File: config.mk
export PLATFORM = sky130hd
export DESIGN_NAME = br_trace_recorder
export DESIGN_NICKNAME = d
export VERILOG_FILES = /design/src/rtl/br_trace_recorder.sv
export SDC_FILE = /design/constraint.sdc
export NUM_CORES = 1
export LEC_CHECK = 0
export CAP_MARGIN = 10
export CORE_MARGIN = 10
export CORE_UTILIZATION = 40
export DETAILED_ROUTE_END_ITERATION = 12
export DONT_BUFFER_PORTS = 1
export GPL_TIMING_DRIVEN = 0
export PLACE_DENSITY_LB_ADDON = 0.12
export SLEW_MARGIN = 20
export SYNTH_ARGS = -nofsm -noshare
export SYNTH_HDL_FRONTEND = slang
export SYNTH_SLANG_ARGS = --single-unit
File: constraint.sdc
create_clock -name clk -period 15.2 [get_ports clk]
set_input_delay 0 -clock clk [delete_from_list [all_inputs] [get_ports clk]]
set_output_delay 0 -clock clk [all_outputs]
set_load 0.005 [all_outputs]
File: src/rtl/br_trace_recorder.sv
// Branch trace recorder: captures resolved EX-stage branches into a
// first-word-fall-through FIFO during a recording run, with drop accounting.
module br_trace_recorder #(
  parameter int PC_LEN    = 32,
  parameter int INST_LEN  = 32,
  parameter int DEPTH     = 8,
  localparam int ENTRY_LEN = 2*PC_LEN + INST_LEN + 1
) (
  input  logic                 clk,
  input  logic                 rst,
  input  logic                 start,
  input  logic [15:0]          limit,
  input  logic                 ex_valid,
  input  logic                 ex_is_br,
  input  logic [PC_LEN-1:0]    ex_pc,
  input  logic [INST_LEN-1:0]  ex_inst,
  input  logic                 ex_taken,
  input  logic [PC_LEN-1:0]    ex_target,
  output logic                 rd_valid,
  input  logic                 rd_ready,
  output logic [ENTRY_LEN-1:0] rd_data,
  output logic                 busy,
  output logic                 done,
  output logic                 overflow,
  output logic [15:0]          rec_count,
  output logic [15:0]          drop_count
);

  localparam int AW = $clog2(DEPTH);

  typedef enum logic [1:0] {
    S_IDLE   = 2'd0,
    S_RECORD = 2'd1,
    S_DRAIN  = 2'd2,
    S_DONE   = 2'd3
  } state_t;

  state_t                r_state;
  logic [ENTRY_LEN-1:0]  r_mem [DEPTH];
  logic [AW-1:0]         r_wr_ptr;
  logic [AW-1:0]         r_rd_ptr;
  logic [AW:0]           r_count;
  logic [15:0]           r_limit;
  logic [15:0]           r_rec_count;
  logic [15:0]           r_drop_count;
  logic                  r_overflow;

  logic                  w_push_req;
  logic                  w_pop;
  logic                  w_full;
  logic                  w_accept;
  logic                  w_drop;
  logic                  w_limit_hit;
  logic [AW:0]           w_count_next;
  logic [ENTRY_LEN-1:0]  w_entry;

  // Entry layout, LSB first: pc, instruction, taken bit, target.
  assign w_entry = {ex_target, ex_taken, ex_inst, ex_pc};

  assign w_push_req = (r_state == S_RECORD) && ex_valid && ex_is_br;
  assign w_pop      = rd_valid && rd_ready;
  assign w_full     = (r_count == (AW+1)'(DEPTH));
  // A full FIFO can still take a push when the head leaves the same cycle.
  assign w_accept   = w_push_req && (!w_full || w_pop);
  assign w_drop     = w_push_req && !w_accept;

  assign w_count_next = r_count + (AW+1)'(w_accept) - (AW+1)'(w_pop);

  // Run ends when this cycle's accepted push brings the count to the limit.
  assign w_limit_hit = (r_limit != 16'd0) && w_accept &&
                       (({1'b0, r_rec_count} + 17'd1) >= {1'b0, r_limit});

  // Storage write; pointers decide visibility, so no reset is needed here.
  always_ff @(posedge clk) begin
    if (!rst && w_accept) begin
      r_mem[r_wr_ptr] <= w_entry;
    end
  end

  // FIFO pointers/occupancy, run counters and the recording state machine.
  always_ff @(posedge clk) begin
    if (rst) begin
      r_state      <= S_IDLE;
      r_wr_ptr     <= '0;
      r_rd_ptr     <= '0;
      r_count      <= '0;
      r_limit      <= '0;
      r_rec_count  <= '0;
      r_drop_count <= '0;
      r_overflow   <= 1'b0;
    end else begin
      if (w_accept) r_wr_ptr <= r_wr_ptr + 1'b1;
      if (w_pop)    r_rd_ptr <= r_rd_ptr + 1'b1;
      r_count <= w_count_next;

      if (w_accept && (r_rec_count != 16'hFFFF)) r_rec_count <= r_rec_count + 16'd1;
      if (w_drop) begin
        r_overflow <= 1'b1;
        if (r_drop_count != 16'hFFFF) r_drop_count <= r_drop_count + 16'd1;
      end

      case (r_state)
        S_IDLE, S_DONE: begin
          // Arming a run clears its statistics but keeps buffered entries.
          if (start) begin
            r_state      <= S_RECORD;
            r_limit      <= limit;
            r_rec_count  <= '0;
            r_drop_count <= '0;
            r_overflow   <= 1'b0;
          end
        end
        S_RECORD: begin
          if (w_limit_hit) r_state <= S_DRAIN;
        end
        S_DRAIN: begin
          if (w_count_next == '0) r_state <= S_DONE;
        end
        default: r_state <= S_IDLE;
      endcase
    end
  end

  assign rd_valid   = (r_count != '0);
  assign rd_data    = rd_valid ? r_mem[r_rd_ptr] : '0;
  assign busy       = (r_state == S_RECORD);
  assign done       = (r_state == S_DONE);
  assign overflow   = r_overflow;
  assign rec_count  = r_rec_count;
  assign drop_count = r_drop_count;

endmodule
After elaboration in Yosys (flattened, before gate mapping)

Memory sizes are Yosys's and may differ from the RTL's. A register that Yosys moved wholly into a read port is not among the register bits.
Index checks and enable logic that the tools add are counted.

Memories: 1
RAM bits: 776
Logic and storage cells: 65
Output and inout bits: 133
Register bits after elaboration: 61
Input port bits: 119

Reduce and logical (&&, ||, !) cells: 20
Order comparisons: 1
Multiplexer cells: 19
Add/sub/neg operators: 7
Eq/ne operators: 9

Memory list:

| name  | words | bits a word | rd ports | clocked after Yosys merged registers in | wr ports | RTL line | text |
|---|---|---|---|---|---|---|---|
| r_mem | 8     | 97          | 1        | 1                                       | 1        | 39       | `logic [ENTRY_LEN-1:0] r_mem [DEPTH];` |

Operators with widths:

| operator                                             | count |
|---|---|
| 2-to-1 mux 16 bit                                    | 7 |
| 2-to-1 mux 97 bit                                    | 1 |
| adder 16 x 1 -> 16 bit (second input constant)       | 2 |
| inequality test 16 bit (second input constant)       | 2 |
| adder 16 x 1 -> 17 bit (second input constant)       | 1 |
| greater-or-equal comparator 17 x 16 -> 1 bit         | 1 |
| nonzero test 16 bit                                  | 1 |
| logical AND 1 bit                                    | 9 |
| adder 3 x 1 -> 3 bit (second input constant)         | 2 |
| 2-to-1 mux 2 bit                                     | 3 |
| 2-to-1 mux 3 bit                                     | 2 |
| case mux 2 bit (3 select lines)                      | 1 |
| 2-to-1 mux 1 bit                                     | 5 |
| adder 4 x 1 -> 4 bit                                 | 1 |
| equality test 2 bit (second input constant)          | 2 |
| equality test 4 bit (second input constant)          | 1 |
| zero test 4 bit                                      | 1 |
| inequality test 2 bit (second input constant)        | 2 |
| nonzero test 4 bit                                   | 1 |
| subtractor 4 x 1 -> 4 bit                            | 1 |
| zero test 1 bit                                      | 3 |
| AND reduction 3 bit                                  | 1 |
| equality test 2 x 1 -> 1 bit (second input constant) | 1 |
| zero test 2 bit                                      | 1 |
| other kinds (4)                                      | 4 |

Longest topological paths before layout

Gate-level depths: netlist (run 1).

Depth in word-level cells: 9
Gate-level depth with buffers: 17
Gate-level depth less buffers: 15

Least setup slack after synthesis (run 1)

OpenSTA, ideal clock, no wires.

Path kind: register -> register
Start point: register r_state[1]
End point: memory r_mem[0][0] (netlist name), enable pin
Data arrival time: 11.086 ns
Data required time: 14.375 ns
Period minus slack after synthesis: 11.911 ns
Path buffers: 0
Setup slack: 3.289 ns
Setup time: 0.825 ns
Cell stages (with the launch flop): 7
Path through: dfxtp_1 -> inv_1 -> ha_1 -> nand3_1 -> a31oi_4 -> inv_2 -> nor4b_1

Cells in the longest elaborated chain, start to end: 7

RTL lines:

| what                                   | RTL line | text |
|---|---|---|
| start: declaration                     | 38       | `state_t r_state;` |
| start signal: assignment               | 83       | `r_state <= S_IDLE;` |
| start signal: assignment               | 106      | `r_state <= S_RECORD;` |
| start signal: assignment               | 114      | `if (w_limit_hit) r_state <= S_DRAIN;` |
| equality test 2 x 1 -> 1 bit           | n/a      |  |
| via busy                               | 22       | `output logic busy,` |
| logical AND 1 bit (2 in series)        | 60       | `assign w_push_req = (r_state == S_RECORD) && ex_valid && ex_is_br;` |
| logical AND 1 bit                      | 64       | `assign w_accept = w_push_req && (!w_full \|\| w_pop);` |
| logical AND 1 bit                      | 75       | `if (!rst && w_accept) begin` |
| 2-to-1 mux 1 bit                       | 75       |  |
| 2-to-1 mux 1 bit (not written as such) | 76       | `r_mem[r_wr_ptr] <= w_entry;` |
| end: declaration                       | 39       |  |

The timed path passes the listed nets, and every way through them passes these cells.

Final worst setup path (run 1)

Start point: register r_state[1]
End point: register r_state[1]

Cells in the longest elaborated chain, start to end: 9
Elaborated cells between the ends (all ways): 18
Classes of those cells: add/sub (2); eq/ne (6); mux (1); reduce/logical (9)

RTL lines:

| what                             | RTL line | text |
|---|---|---|
| equality test 2 x 1 -> 1 bit (*) | n/a      |  |
| via busy                         | 22       |  |
| logical AND 1 bit (2 in series)  | 60       |  |
| logical AND 1 bit                | 64       |  |
| adder 4 x 1 -> 4 bit             | 67       | `assign w_count_next = r_count + (AW+1)'(w_accept) - (AW+1)'(w_pop);` |
| subtractor 4 x 1 -> 4 bit        | 67       |  |
| zero test 4 bit                  | 117      | `if (w_count_next == '0) r_state <= S_DONE;` |
| inequality test 2 bit (no line)  | n/a      |  |
| AND reduction 3 bit (no line)    | n/a      |  |

Mark *: on every way through the listed nets, which the timed path passes. The rest lies on a longest branch.
A chain may end at the register's enable or synchronous reset.

==> results.yml, run 1 <==
drt:
  viasPerCell: 5.26
  drt_iter0_markers: 1084
  wirelength_um: 80000
  drtAntennaViolNets: 0
  avgRoutedWirePerCell_um: 25.3
  vias: 16600
  firstDrtPassIters: 5
  route.detailed.drc: 0
global_routing:
  overflow: 0
  met3_usage_pct: 4.93
  grt_pass1_wl_um: 119000
  grt_util_met1_pct: 21.5
  grt_max_degree: 19
  grt_pass1_vias: 17800
  antenna_found_initial: 6
  track_usage_pct: 16.9
  top_usage_layer: "met2"
  gr-usage-met2_pct: 28.6
sta:
  finalClockSkew_ps: 25.7
  finalHoldViolations: 0
  setup_viol: 0
  slew_headroom_pct: 32.0
  max_freq_mhz: 223
  report.final.slew_viol_count: 0
  rsz0062_at_grt: "no"
  worstMarginPinSlew_ps: 1020
  worst_slack_ps: 10710
  hold_slack_ps: 70.7
  finalCritPeriodShare_pct: 29.5
  fin_crit_ps: 4490
logic_synthesis:
  syn_area_per_cell_um2: 19.8
  synth_seq_area_share_pct: 74.9
  synth_common_cells: "edfxtp_1, mux4_2, nor2_1"
  synth_top_cell_by_area: "edfxtp_1"
  synth_area_leaders: "edfxtp_1, mux4_2, dfxtp_1, mux2i_1, nor2_1"
  synth-edff-count: 776
  synth_cell_types: 51
  ys_ff_latch: 840
  ys.flop_type: "edfxtp_1"
  synth_top_area_share_pct: 71.0
  yosysWarnings: 0
  syn_nets: 1811
  async_reset_ff_share_pct: 0
  yosysMostFrequentCell: "edfxtp_1"
  netlist_instances: 1662
  syn_area_um2: 32800
critical_path:
  r2r-end: "r_state[1]"
  reg2reg_slack_ps: 10710
  cp_data_required_time_ps: 15750
  arrival_ps: 5040
  start_kind: "flop"
  startpoint: "r_state[1]"
  reg2reg_depth: 16
  r2r_start: "r_state[1]"
  critPathMaxFanout: 9
  path_class: "flop to flop"
  cp-end-kind: "flop"
power:
  peakVddDrop_v: 0.000115
  p_per_area_nw_per_um2: 156
  power.leakage_nw: 12.9
die:
  die_y_um: 307
  coreArea_um2: 81700
  die_area_um2: 94000
  fp-row-count: 105
  fp.dieW_um: 307
  initial_core_util_pct: 40.2
  ios: 252
cells_and_area:
  drive_above_1_share_pct: 24.6
  multi_input_area_um2: 7860
  final_cells: 3161
  fill_cells: 6781
  fin_area_um2: 40100
  final_nets: 2161
  fin_util_pct: 49.1
  regArea_um2: 24600
  areaGrowthSynthToFinish_pct: 22.2
clock_network:
  cts_resized: 0
  clock_path_buffers: 3
  cts_made_buffers: 93
  cts_tree: "built"
  insertion_delay_ps: 650
  clkTransAtPathRegs_ps: 60
  cts_setup_buffers: 0
  htreeDepth: 3
  numClockSinks: 840
  root_buffer: "clkbuf_16"
  hold_buffers: 141
placement:
  place_congestion: 0.829
  dp_hpwl_um: 54400
  dp.cells: 2846
  placedInstanceArea_um2: 35400
  portBuffers: 0
  dpl_worst_slack_ps: 10840
run_status:
  status: "complete, no violations"
run:
  max-cap-violations: 0
min_path:
  hp-start: "start"
  hold_class: "input pin to flop"
  min_path_cells: 6
  holdPathEnd: "r_state[0]"
## flip-flops by register name (all words and copies together) (netlist names), named ones only
| register | cells |
|---|---|
| drop_count | 16 |
| overflow | 1 |
| r_count | 4 |
| r_limit | 16 |
| r_mem | 776 |
| r_rd_ptr | 3 |
| r_state | 2 |
| r_wr_ptr | 3 |
| rec_count | 16 |
## final cells by class
| cell class | count | share of cell area (%) |
|---|---|---|
| tap | 1070 | 3.34 |
| inverter | 30 | 0.281 |
| clock inverter | 55 | 1.93 |
| timing repair buffer | 255 | 6.37 |
| sequential | 840 | 61.3 |
| antenna | 1 | 0.00624 |
| buffer | 80 | 0.833 |
| clock buffer | 118 | 6.36 |
| multi-input combinational | 712 | 19.6 |
## metrics by stage
stage / setup TNS [ps] / total power [W]
6_report: 0 / 0.00624
5_1_grt: 0 / 0.00653
2_1_floorplan: 0 / 0.00348
3_3_place_gp: -2192740 / 0.00388
4_1_cts: 0 / 0.00635
3_5_place_dp: 0 / 0.00388
## worst max-delay path, stage by stage (launching register included)
cell and delay [ps]:
dfxtp_1 330, inv_1 100, ha_1 350, nand3_1 150, dlygate4sd3_1 640, a31oi_4 270
inv_2 180, ha_1 310, inv_1 40, ha_1 200, fa_1 410, xor2_1 160
o31a_1 240, a311o_1 380, a311oi_2 290, o31ai_1 130, a211oi_2 220
## kinds of logic after synthesis
kind of cell / Yosys count / share of synthesized area, %
buffers and inverters: 110 / 1.35
DFF: 840 / 74.9
and+or+nand+nor: 288 / 3.92
AOI/OAI and AO/OA: 57 / 1.21
xor gates and xnor gates: 44 / 1.17
adders and majority gates: 30 / 1.17
muxes: 293 / 16.3
## power breakdown
| group | switching (W) | total, W | internal [W] |
|---|---|---|---|
| Sequential | 0.0000195 | 0.00258 | 0.00256 |
| Clock | 0.000932 | 0.00239 | 0.00146 |
| Combinational | 0.000750 | 0.00128 | 0.000526 |
## layer usage
metal | vias to the layer above | wire [um]
li1 | 7382 | -
met1 | 8743 | 33100
met2 | 399 | 40300
met3 | 107 | 5020
met4 | 10 | 1490
met5 | - | 64
## worst max path at each step
stage / end / slack, ps / depth (start not counted)
floorplan: r_mem[0][0] / 3290 / 6
global placement: r_mem[0][51] / -9630 / 6
detailed placement: r_state[1] / 10840 / 16
CTS: r_state[1] / 10670 / 16
global route: r_state[1] / 10450 / 16
finish: r_state[1] / 10710 / 16
## cell usage in the layout (no fill, tap or decap), types with 11 or more instances in the layout
cell           Yosys  routed
clkbuf_16          0      95
clkbuf_1          40      48
edfxtp_1         776     776
nand4_1           11      11
a21oi_1           31      31
xor2_1            26      26
xnor2_1           18      18
buf_4              0      55
dfxtp_1           64      64
bufinv_16          0      15
ha_1              29      29
mux2i_1           99      99
nand3_1           18      18
buf_16             0      11
buf_6              0      11
clkinv_2           0      19
inv_1             29      29
mux4_2           194     194
dlygate4sd3_1      0     141
nor2_1           146     143
buf_2             24      53
nand2_1           63      63
buf_1             16      16
Note: power is estimated with default switching activity, not from simulation.
==> run 2, diff against run 1 <==
--- a/config.mk
+++ b/config.mk
@@ -5,6 +5,7 @@
 export SDC_FILE = /design/constraint.sdc
 export NUM_CORES = 1
 export LEC_CHECK = 0
+export ABC_AREA = 1
 export CAP_MARGIN = 10
 export CORE_MARGIN = 10
 export CORE_UTILIZATION = 40
==> constraint.sdc (replaced) <==
create_clock -name clk -period 3.8 [get_ports clk]
set_input_delay 0 -clock clk [delete_from_list [all_inputs] [get_ports clk]]
set_output_delay 0 -clock clk [all_outputs]
set_load 0.005 [all_outputs]
==> results.yml, run 2 <==
sta:
  fin_setup_tns_ps: 0
  finalClockSkew_ps: 23.0
  finalHoldViolations: 0
  rsz0062_at_grt: "no"
  slew_headroom_pct: 26.4
  fin_crit_ps: 3530
  max_freq_mhz: 283
  setup_viol: 0
  finalCritPeriodShare_pct: 92.9
  report.final.slew_viol_count: 0
  worst_slack_ps: 271
  worstMarginPinSlew_ps: 1100
  hold_slack_ps: 192
placement:
  portBuffers: 0
  place_congestion: 0.850
  dp_hpwl_um: 65200
  dpl_worst_slack_ps: 434
critical_path:
  cp_data_required_time_ps: 4380
  critPathMaxFanout: 10
  path_class: "flop to flop"
  cp-end-kind: "flop"
  arrival_ps: 4110
  start_kind: "flop"
global_routing:
  met3_usage_pct: 3.95
  track_usage_pct: 19.7
  grt_pass1_wl_um: 142000
  overflow: 0
  top_usage_layer: "met2"
  grt_pass1_vias: 22400
  gr-usage-met2_pct: 32.5
  grt_max_degree: 22
  antenna_found_initial: 7
  grt_util_met1_pct: 25.9
drt:
  avgRoutedWirePerCell_um: 23.1
  firstDrtPassIters: 5
  drtAntennaViolNets: 0
  wirelength_um: 96300
  vias: 22500
  drt_iter0_markers: 2146
  viasPerCell: 5.39
  route.detailed.drc: 0
logic_synthesis:
  synth_top_area_share_pct: 69.6
  yosysWarnings: 0
  syn_area_um2: 33500
  netlist_instances: 2701
  ys.flop_type: "edfxtp_1"
  yosysMostFrequentCell: "edfxtp_1"
  syn_area_per_cell_um2: 12.4
  syn_nets: 2850
  synth_area_leaders: "edfxtp_1, o21ai_0, nor2_1, dfxtp_1, a31oi_1"
  synth_seq_area_share_pct: 73.4
  ys_ff_latch: 840
  synth_common_cells: "edfxtp_1, nor2_1, o21ai_0"
  async_reset_ff_share_pct: 0
  synth_cell_types: 44
  synth-edff-count: 776
  synth_top_cell_by_area: "edfxtp_1"
power:
  power.leakage_nw: 13.6
  peakVddDrop_v: 0.000381
  p_clk_share_pct: 33.7
  p_per_area_nw_per_um2: 638
  netSwitchingFraction_pct: 33.3
  p_sw_w: 0.00859
  p_int_w: 0.0172
  pwr-share-seq_pct: 40.3
  combPwrFrac_pct: 26.0
clock_network:
  cts_made_buffers: 93
  numClockSinks: 840
  cts_tree: "built"
  htreeDepth: 3
  clkTransAtPathRegs_ps: 60
  cts_setup_buffers: 0
  clock_path_buffers: 3
  insertion_delay_ps: 640
  root_buffer: "clkbuf_16"
cells_and_area:
  largest_reg_flops: 776
  fill_cells: 7295
  multi_input_area_um2: 8030
  regMostFlops: "r_mem"
  drive_above_1_share_pct: 9.99
  final_common_cell: "edfxtp_1"
  regArea_um2: 24600
  areaGrowthSynthToFinish_pct: 20.6
  final_cell_mix: "edfxtp_1, nor2_1, o21ai_0, dlygate4sd3_1, clkbuf_1"
  final_nets: 3152
  fin_util_pct: 48.5
min_path:
  hold_class: "input pin to flop"
die:
  initial_core_util_pct: 40.2
  die_y_um: 309
  fp-row-count: 106
  die_area_um2: 95700
  fp.dieW_um: 309
  coreArea_um2: 83300
  ios: 252
run:
  max-cap-violations: 0
run_status:
  status: "complete, no violations"
-- run 2: final cells by class --
| type | count | share of cell area [%] |
|---|---|---|
| Sequential cell | 840 | 60.9 |
| Multi-Input combinational cell | 1600 | 19.9 |
| Clock buffer | 115 | 6.02 |
| Timing Repair Buffer | 207 | 5.87 |
| Tap cell | 1080 | 3.35 |
| Buffer | 168 | 1.74 |
| Clock inverter | 59 | 1.31 |
| Inverter | 93 | 0.895 |
| Antenna cell | 6 | 0.0372 |
-- run 2: kinds of logic after synthesis --
kind of cell / Yosys count / synth area share, %
fa+ha+maj: 30 / 1.14
buf+inv: 261 / 3.14
simple gates: 777 / 9.41
xor+xnor: 22 / 0.575
compound gates: 771 / 12.3
flops: 840 / 73.4
-- run 2: worst max-delay path, stage by stage (launching register included) --
cell and delay (ps):
dfxtp_1 350, nor2_4 250, nand2_8 180, nand2_4 160, inv_1 130, ha_1 290
inv_1 40, ha_1 200, fa_1 420, xnor2_1 200, nand3_1 130, nand2_1 70
nand2_1 60, or2_2 270, a21oi_1 150, dlygate4sd3_1 560
-- run 2: power by group through the flow --
stage | Clock, W | Combinational [W] | Sequential [W]
2_1_floorplan | 0 | 0.00390 | 0.0106
3_5_place_dp | 0 | 0.00643 | 0.0106
4_1_cts | 0.00888 | 0.00674 | 0.0104
5_1_grt | 0.00924 | 0.00739 | 0.0104
6_report | 0.00870 | 0.00669 | 0.0104
3_3_place_gp | 0 | 0.00632 | 0.0106
-- run 2: final timing paths --
kind / depth (start not counted) / startpoint / slack [ps] / endpoint
hold reg to reg: 2 / r_rd_ptr[2] / 470 / flop
hold / removal: 1 / ex_inst[0] / 190 / r_mem[1][32]
setup / recovery: 15 / r_count[1] / 270 / r_state[0]
setup reg to reg: 15 / r_count[1] / 270 / r_state[0]
-- run 2: layer usage --
| metal | vias to the layer above | wire length (um) |
|---|---|---|
| met5 | - | 30 |
| met4 | 6 | 2300 |
| met3 | 138 | 6590 |
| met2 | 705 | 45900 |
| met1 | 11200 | 41500 |
| li1 | 10500 | - |
-- run 2: per-stage QoR --
stage	std cells	instance area, um^2	power [W]
floorplan	2701	33700	0.0145
global placement	3781	35000	0.0169
detailed placement	3851	36000	0.0170
CTS	4162	40300	0.0260
global route	4164	40400	0.0270
finish	4168	40400	0.0258
-- run 2: repair_timing --
item | in CTS | in global routing
endpoints found under the setup margin | 0 | 1
resized for setup | 0 | 4
hold buffers | 137 | 0
hold endpoints to repair | 831 | 0
